===== src/rtl/alu_uart_requester.sv =====
// Host-side initiator for the UART ALU protocol: sends A, B, OP bytes to the TX FIFO, then returns the one-byte RX result.
// Define ALU_REQ_TIMEOUT_EN to add a WAIT_RES watchdog of TIMEOUT_CYC clocks that pulses o_timeout.
module alu_uart_requester #(
  parameter int DBIT        = 8,
  parameter int NB_OP       = 6,
  parameter int NB_AB       = 8,
  parameter int TIMEOUT_CYC = 1_000_000
) (
  input  logic             clock,
  input  logic             i_reset,
  input  logic             i_start,
  input  logic [NB_AB-1:0] i_data_a,
  input  logic [NB_AB-1:0] i_data_b,
  input  logic [NB_OP-1:0] i_op,
  input  logic             tx_full,
  input  logic             rx_empty,
  input  logic [DBIT-1:0]  r_data,
  output logic [DBIT-1:0]  w_data,
  output logic             wr_uart,
  output logic             rd_uart,
  output logic [NB_AB-1:0] o_result,
  output logic             o_done,
  output logic             o_busy,
  output logic             o_timeout
);

  typedef enum logic [2:0] {IDLE, SEND_A, SEND_B, SEND_OP, WAIT_RES, DONE} state_t;

  state_t           state_q, state_d;
  logic [NB_AB-1:0] a_q, a_d, b_q, b_d, res_q, res_d;
  logic [NB_OP-1:0] op_q, op_d;
  logic [DBIT-1:0]  w_dec;
  logic             wr_dec, rd_dec;

`ifdef ALU_REQ_TIMEOUT_EN
  localparam int CNT_W = $clog2(TIMEOUT_CYC + 1);
  logic [CNT_W-1:0] cnt_q, cnt_d;
  logic             to_q, to_d;
`endif

  always_comb begin
    state_d = state_q;
    a_d     = a_q;
    b_d     = b_q;
    op_d    = op_q;
    res_d   = res_q;
    w_dec   = '0;
    wr_dec  = 1'b0;
    rd_dec  = 1'b0;
`ifdef ALU_REQ_TIMEOUT_EN
    cnt_d   = cnt_q;
    to_d    = 1'b0;
`endif
    case (state_q)
      IDLE: begin
        // A stray RX byte is drained before any new request is accepted.
        if (!rx_empty) begin
          rd_dec = 1'b1;
        end else if (i_start) begin
          a_d     = i_data_a;
          b_d     = i_data_b;
          op_d    = i_op;
          state_d = SEND_A;
        end
      end
      SEND_A: begin
        w_dec = DBIT'(a_q);
        if (!tx_full) begin
          wr_dec  = 1'b1;
          state_d = SEND_B;
        end
      end
      SEND_B: begin
        w_dec = DBIT'(b_q);
        if (!tx_full) begin
          wr_dec  = 1'b1;
          state_d = SEND_OP;
        end
      end
      SEND_OP: begin
        w_dec = DBIT'(op_q);
        if (!tx_full) begin
          wr_dec  = 1'b1;
          state_d = WAIT_RES;
`ifdef ALU_REQ_TIMEOUT_EN
          cnt_d   = '0;
`endif
        end
      end
      WAIT_RES: begin
        if (!rx_empty) begin
          rd_dec  = 1'b1;
          res_d   = NB_AB'(r_data);
          state_d = DONE;
`ifdef ALU_REQ_TIMEOUT_EN
        end else if (cnt_q == CNT_W'(TIMEOUT_CYC - 1)) begin
          to_d    = 1'b1;
          state_d = IDLE;
        end else begin
          cnt_d   = cnt_q + 1'b1;
`endif
        end
      end
      DONE:    state_d = IDLE;
      default: state_d = IDLE;
    endcase
  end

  always_ff @(posedge clock) begin
    if (i_reset) begin
      state_q <= IDLE;
      a_q     <= '0;
      b_q     <= '0;
      op_q    <= '0;
      res_q   <= '0;
`ifdef ALU_REQ_TIMEOUT_EN
      cnt_q   <= '0;
      to_q    <= 1'b0;
`endif
    end else begin
      state_q <= state_d;
      a_q     <= a_d;
      b_q     <= b_d;
      op_q    <= op_d;
      res_q   <= res_d;
`ifdef ALU_REQ_TIMEOUT_EN
      cnt_q   <= cnt_d;
      to_q    <= to_d;
`endif
    end
  end

  // Strobes are masked during reset so an aborted transaction pushes/pops nothing more.
  assign wr_uart  = wr_dec & ~i_reset;
  assign rd_uart  = rd_dec & ~i_reset;
  assign w_data   = w_dec;
  assign o_result = res_q;
  assign o_done   = (state_q == DONE);
  assign o_busy   = (state_q != IDLE) && (state_q != DONE);

`ifdef ALU_REQ_TIMEOUT_EN
  assign o_timeout = to_q;
`else
  assign o_timeout = (TIMEOUT_CYC < 0);
`endif

endmodule


===== config.mk =====
export PLATFORM = sky130hd
export DESIGN_NAME = alu_uart_requester
export DESIGN_NICKNAME = d
export VERILOG_FILES = /design/src/rtl/alu_uart_requester.sv
export SDC_FILE = /design/constraint.sdc
export NUM_CORES = 1
export LEC_CHECK = 0
export BUFFER_PORTS_ARGS = -buffer_cell sky130_fd_sc_hd__buf_2
export CORE_ASPECT_RATIO = 0.8
export CORE_MARGIN = 1.5
export CORE_UTILIZATION = 45
export CTS_CLUSTER_SIZE = 8
export DETAILED_ROUTE_END_ITERATION = 12
export GPL_ROUTABILITY_DRIVEN = 0
export PLACE_DENSITY_LB_ADDON = 0.25
export RECOVER_POWER = 25
export SETUP_SLACK_MARGIN = 0.4
export SKIP_LAST_GASP = 1
export SYNTH_ARGS = -nofsm -noshare
export SYNTH_HDL_FRONTEND = slang
export SYNTH_SLANG_ARGS = --single-unit
export TNS_END_PERCENT = 30

===== constraint.sdc =====
create_clock -name clock -period 1.4 [get_ports clock]
set_clock_uncertainty 0.15 [all_clocks]
set_input_delay 0.14 -clock clock [delete_from_list [all_inputs] [get_ports clock]]
set_output_delay 0.14 -clock clock [all_outputs]
set_load 0.02 [all_outputs]

==> impl_metrics.json, run 1 <==
{
  "die_w_um": 72.6,
  "overflow": 0,
  "cts_sinks": 33,
  "endpoint_kind": "flop",
  "hpwl_mm": 2.62,
  "violations": "negative setup slack",
  "critical_path_class": "reg2reg",
  "place_inst": 291,
  "antenna_left": 0,
  "dpl_worst_slack_ns": -0.0668,
  "tritoncts.num_buffers": 5,
  "antenna_found_initial": 0,
  "p_comb_share_pct": 20.9,
  "endpoint": "o_result[2]$_SDFFE_PP0P_",
  "max-vdd-ir-drop_v": 0.000678,
  "tns_ns": -6.56,
  "clk_pin_slew_ns": 0.07,
  "reg2reg_depth": 5,
  "timing.rr.start": "state_q[1]$_SDFFE_PP0P_",
  "synthesis.area_mm2": 0.00174,
  "ys_ff_latch": 33,
  "setup_viol": 44,
  "grt_pass1_wl_mm": 7.63,
  "power_uw": 2290,
  "io_buffers": 54,
  "rsz0062_at_grt": "yes",
  "grt_usage_pct": 24.3,
  "htreeDepth": 2,
  "die_h_um": 58.7,
  "fp.dieArea_mm2": 0.00426,
  "r2r_slack_ns": -0.30,
  "n_antenna_cell": 0,
  "final_util_pct": 76.5,
  "p_leak_uw": 0.00117,
  "root_buffer": "clkbuf_8",
  "hold_viol": 0,
  "required_ns": 1.43,
  "grt_max_degree": 42,
  "timing.final.ws_setup_ns": -0.298,
  "fin_crit_sh_pct": 121,
  "critical-path-top-delay-family": "simple AND/OR/NAND/NOR gates",
  "rr_endpoint": "o_result[2]$_SDFFE_PP0P_",
  "grt_pass1_vias": 1657,
  "finalNonFillerCells": 336,
  "ys_seq_area_share_pct": 37.9,
  "netlist-cell-type-count": 27,
  "p_seq_share_pct": 44.1,
  "yosys_warnings": 0,
  "initial_core_util_pct": 46.5,
  "syn-instance-count": 193,
  "critical_path_buf_inv_count": 2,
  "cp.depth": 5,
  "num_vias": 1676,
  "cp.arrival_ns": 1.73,
  "pwr-share-clk_pct": 34.9,
  "cpMostUsedCell": "buf_6",
  "min_path_type": "in2reg",
  "cp_max_fo": 8,
  "wl_per_cell_um": 14.8,
  "start_kind": "flop",
  "startpoint": "state_q[1]$_SDFFE_PP0P_",
  "slew_violations": 0,
  "slowest_stage": "or4b_4",
  "nets": 326,
  "crit_chain": "buf_6 -> buf_6 -> or4b_4 -> nand2_2 -> a21oi_2",
  "avgViaCountPerCell": 4.99,
  "slowest_delay_ns": 0.61,
  "final_common_cell": "nand2b_1",
  "final_cell_mix": "nand2b_1 (45), buf_2 (40), dfxtp_1 (30), dlygate4sd3_1 (30), mux2i_1 (22)",
  "core_region_area_mm2": 0.00375,
  "min_period_ns": 1.70,
  "pin_count": 56,
  "synthesis.nets": 228,
  "status": "finished with violations",
  "syn_area_per_cell_um2": 9.04,
  "switching_share_pct": 25.7,
  "clkLatencyLatePin_ns": 0.29,
  "max_freq_ghz": 0.589,
  "rows": 20,
  "power_density_mw_per_mm2": 799,
  "clockBufferDepth": 2,
  "p_sw_uw": 589,
  "cts_tree": "yes",
  "drive_gt1_share_pct": 43.5,
  "drc": 0,
  "area_growth_pct": 64.6,
  "maxCapViolations": 0,
  "routed_wl_mm": 4.96,
  "drt_iter0_drc": 75,
  "firstDrtPassIters": 4,
  "p_int_uw": 1710
}
==> power by group through the flow <==
stage / clock, uW / combinational (uW) / sequential [uW]
after floorplan: 0 / 255 / 1020
after global placement: 0 / 342 / 1030
after detailed placement: 0 / 346 / 1040
after CTS: 802 / 458 / 1010
after global routing: 859 / 512 / 1020
final: 801 / 480 / 1010
==> how the worst min path moves through the flow <==
| stage | from | to | depth (start not counted) |
|---|---|---|---|
| 2_1_floorplan | r_data[0] | o_result[0]$_SDFFE_PP0P_ | 2 |
| 3_5_place_dp | r_data[6] | o_result[6]$_SDFFE_PP0P_ | 3 |
| 3_3_place_gp | r_data[7] | o_result[7]$_SDFFE_PP0P_ | 3 |
| 4_1_cts | tx_full | state_q[0]$_SDFFE_PP0P_ | 4 |
| 5_1_grt | i_reset | o_result[7]$_SDFFE_PP0P_ | 3 |
| 6_report | i_reset | o_result[7]$_SDFFE_PP0P_ | 3 |
==> tightest hold or removal path, cell delays in order <==
cell and delay [ns]:
buf_2 0.11, buf_12 0.20, a21oi_2 0.04
==> layout make-up <==
type	count	area, um^2
clock buffer	7	96.3
fill	251	882
tap	44	55.1
timing repair buffer	108	868
multi-input combinational	143	1180
clock inverter	1	5.00
sequential	33	669
==> cells by family after synthesis <==
group | Yosys count | share of synthesized area [%]
muxes | 28 | 16.5
xor gates and xnor gates | 2 | 1.00
DFF | 33 | 37.9
buffers and inverters | 17 | 6.96
AOI/OAI and AO/OA | 20 | 6.31
other | 1 | 0.215
and+or+nand+nor | 92 | 31.1
==> through the flow <==
stage	hold slack [ns]	area (um^2)
floorplan	0.130	1930
global placement	0.236	2260
detailed placement	0.248	2260
CTS	0.0798	2810
global route	0.117	2870
finish	0.110	2870
==> Yosys cell counts <==
cell      number  share of area, %
nor4_1         2              0.72
buf_6          2               1.3
nor4b_4        1               1.4
mux2i_1       22                13
or3b_1         1              0.50
and3b_1        1              0.50
nand2_1       23               4.9
nor3_1         1              0.29
dfxtp_1       33                38
nand3b_1       6               2.6
a21oi_1       15               4.3
a21o_1         1              0.43
mux2_1         6               3.9
or4b_1         1              0.57
a22oi_1        3               1.3
buf_2          5               1.4
xnor2_1        2               1.0
nor2_1         4              0.86
o21ai_0        1              0.29
nand2b_1      45                16
clkbuf_1       7               1.5
buf_4          1              0.43
conb_1         1              0.22
nor2b_1        5               1.8
and2_1         1              0.36
buf_12         2               2.3
and2_4         1              0.50
==> state kept, by name, indices dropped and copies added, names as in the netlist <==
signal    count
a_q           8
op_q          6
state_q       3
b_q           8
o_result      8
==> layer usage <==
layer / share of wire [%] / GRT usage (%)
met1: 42 / 28.0
met2: 52 / 42.9
met3: 3.4 / 5.99
met4: 2.6 / 10.8
met5: 0 / 0
==> repair_timing <==
action | 4_1_cts | 5_1_grt
hold buffers | 30 | 0
endpoints found under the setup margin | 53 | 53
resized for setup | 35 | 15
endpoints found under the hold margin | 30 | 0
pin swaps | 9 | 7
setup buffers | 6 | 1
(Power assumes the default switching activity.)
==> run 2: changes to the inputs <==
--- a/config.mk
+++ b/config.mk
@@ -8,7 +8,7 @@
 export BUFFER_PORTS_ARGS = -buffer_cell sky130_fd_sc_hd__buf_2
 export CORE_ASPECT_RATIO = 0.8
 export CORE_MARGIN = 1.5
-export CORE_UTILIZATION = 45
+export CORE_UTILIZATION = 50
 export CTS_CLUSTER_SIZE = 8
 export DETAILED_ROUTE_END_ITERATION = 12
 export GPL_ROUTABILITY_DRIVEN = 0
==> constraint.sdc (replaced) <==
create_clock -name clock -period 1.95 [get_ports clock]
set_clock_uncertainty 0.15 [all_clocks]
set_input_delay 0.195 -clock clock [delete_from_list [all_inputs] [get_ports clock]]
set_output_delay 0.195 -clock clock [all_outputs]
set_load 0.02 [all_outputs]
==> run 2 against run 1 <==
Sequential power fell by 28%. Sequential share of layout area up 5.9 points. Combinational power shrank 48%. Via count down 9.9%. Flip-flop and latch count unchanged. First-iteration DRC count is 4.0% higher. Global-route usage decreased by 3.5 points. Hold slack got worse by 0.11 ns. The flow now finishes without violations. Clock power shrank 39%. Register-to-register slack gained 0.58 ns. Critical path depth did not move. Non-clock buffer count shrank 36.
==> impl_metrics.json, run 2 (same netlist as run 1, synthesis figures left out) <==
{
  "status": "finished, final reports clean",
  "tritoncts.num_buffers": 5,
  "cts_tree": "yes",
  "final_util_pct": 71.6,
  "io_buffers": 54,
  "p_leak_uw": 0.000926,
  "cp.depth": 5,
  "cp.arrival_ns": 1.38,
  "slew_violations": 0,
  "reg2reg_depth": 4,
  "setup_viol": 0,
  "grt_pass1_wl_mm": 6.45,
  "nFillCells": 266,
  "nets": 292,
  "firstDrtPassIters": 4,
  "clkLatencyLatePin_ns": 0.29,
  "max_freq_ghz": 0.580,
  "min_path_type": "in2reg",
  "final_common_cell": "nand2b_1",
  "fp.dieArea_mm2": 0.00385,
  "rsz0062_at_grt": "yes",
  "hpwl_mm": 2.44,
  "grt_max_degree": 31,
  "required_ns": 1.60,
  "power_density_mw_per_mm2": 641,
  "min_path_cells": 3,
  "endpoint_kind": "primary output",
  "area_growth_pct": 31.3,
  "clk_pin_slew_ns": 0.06,
  "clockBufferDepth": 2,
  "wl_per_cell_um": 14.1,
  "die_h_um": 55.8,
  "htreeDepth": 2,
  "drive_gt1_share_pct": 35.3,
  "grt_usage_pct": 20.8,
  "grt_pass1_vias": 1402,
  "start_kind": "flop",
  "pin_count": 56,
  "critical_path_class": "reg2out",
  "final_cell_mix": "nand2b_1 (45), buf_2 (37), dfxtp_1 (30)",
  "avgViaCountPerCell": 5.07,
  "max-vdd-ir-drop_v": 0.000510,
  "antenna_left": 0,
  "cts_sinks": 33,
  "critical_path_buf_inv_count": 2,
  "root_buffer": "clkbuf_8",
  "tns_ns": 0,
  "core_region_area_mm2": 0.00320,
  "rows": 18,
  "hp-start": "r_data[5]",
  "num_vias": 1510,
  "initial_core_util_pct": 54.5,
  "routed_wl_mm": 4.19,
  "min_period_ns": 1.72,
  "drt_iter0_drc": 78,
  "overflow": 0,
  "startpoint": "state_q[1]$_SDFFE_PP0P_",
  "crit_chain": "buf_6 -> mux2_4 -> nand2_2 -> a21oi_1 -> buf_4",
  "finalNonFillerCells": 298,
  "fin_crit_sh_pct": 88.4,
  "hold_viol": 0,
  "slowest_delay_ns": 0.38,
  "slowest_stage": "dfxtp_4",
  "drc": 0,
  "place_inst": 277,
  "maxCapViolations": 0,
  "n_antenna_cell": 0,
  "die_w_um": 69.0,
  "critical-path-top-delay-family": "flip-flops",
  "timing.rr.start": "state_q[1]$_SDFFE_PP0P_",
  "cp_max_fo": 6,
  "antenna_found_initial": 0
}
## run 2: final timing paths
kind                              endpoint  slack [ns]
setup reg to reg      op_q[2]$_SDFFE_PP0P_        0.28
setup / recovery                 w_data[2]        0.23
hold reg to reg   o_result[2]$_SDFFE_PP0P_        0.31
hold / removal    o_result[5]$_SDFFE_PP0P_       0.004
## run 2: repair_timing
action / 4_1_cts / 5_1_grt
setup endpoints to repair: 42 / 42
resized for setup: 25 / 12
cloned: 0 / 2
endpoints found under the hold margin: 3 / 0
hold buffers: 3 / 0
pin swaps: 6 / 6
setup buffers: 5 / 3
## run 2: per-stage QoR
stage	setup WS [ns]	power, uW	area (um^2)	hold slack, ns
after floorplan	0.373	886	1750	0.181
after global placement	0.377	938	2010	0.291
after detailed placement	0.360	941	2010	0.296
after CTS	0.227	1460	2230	0.000702
after global routing	0.131	1530	2290	0.00765
final	0.227	1470	2290	0.00364
## run 2: where the power goes
group          switching, uW  internal (uW)
sequential              22.4            703
combinational            118            134
clock                    238            253
## run 2: final cells by class
cell class	instances	area, um^2	area share [%]
Multi-Input combinational cell	145	1050	45.8
Sequential cell	33	669	29.2
Timing Repair Buffer	72	440	19.2
Clock buffer	8	80.1	3.50
Tap cell	40	50.0	2.19
## run 2: worst min-delay path, cell delays in order
cell and delay [ns]:
buf_2 0.10, nand2_1 0.05, a21oi_1 0.05
## run 2: per-layer routing
layer	track usage (%)	wire, um	vias to the layer above
met2	31.3	1940	37
met1	27.3	1980	697
met3	5.98	196	9
li1	-	-	767
met5	0	0	-
met4	10.1	72	0
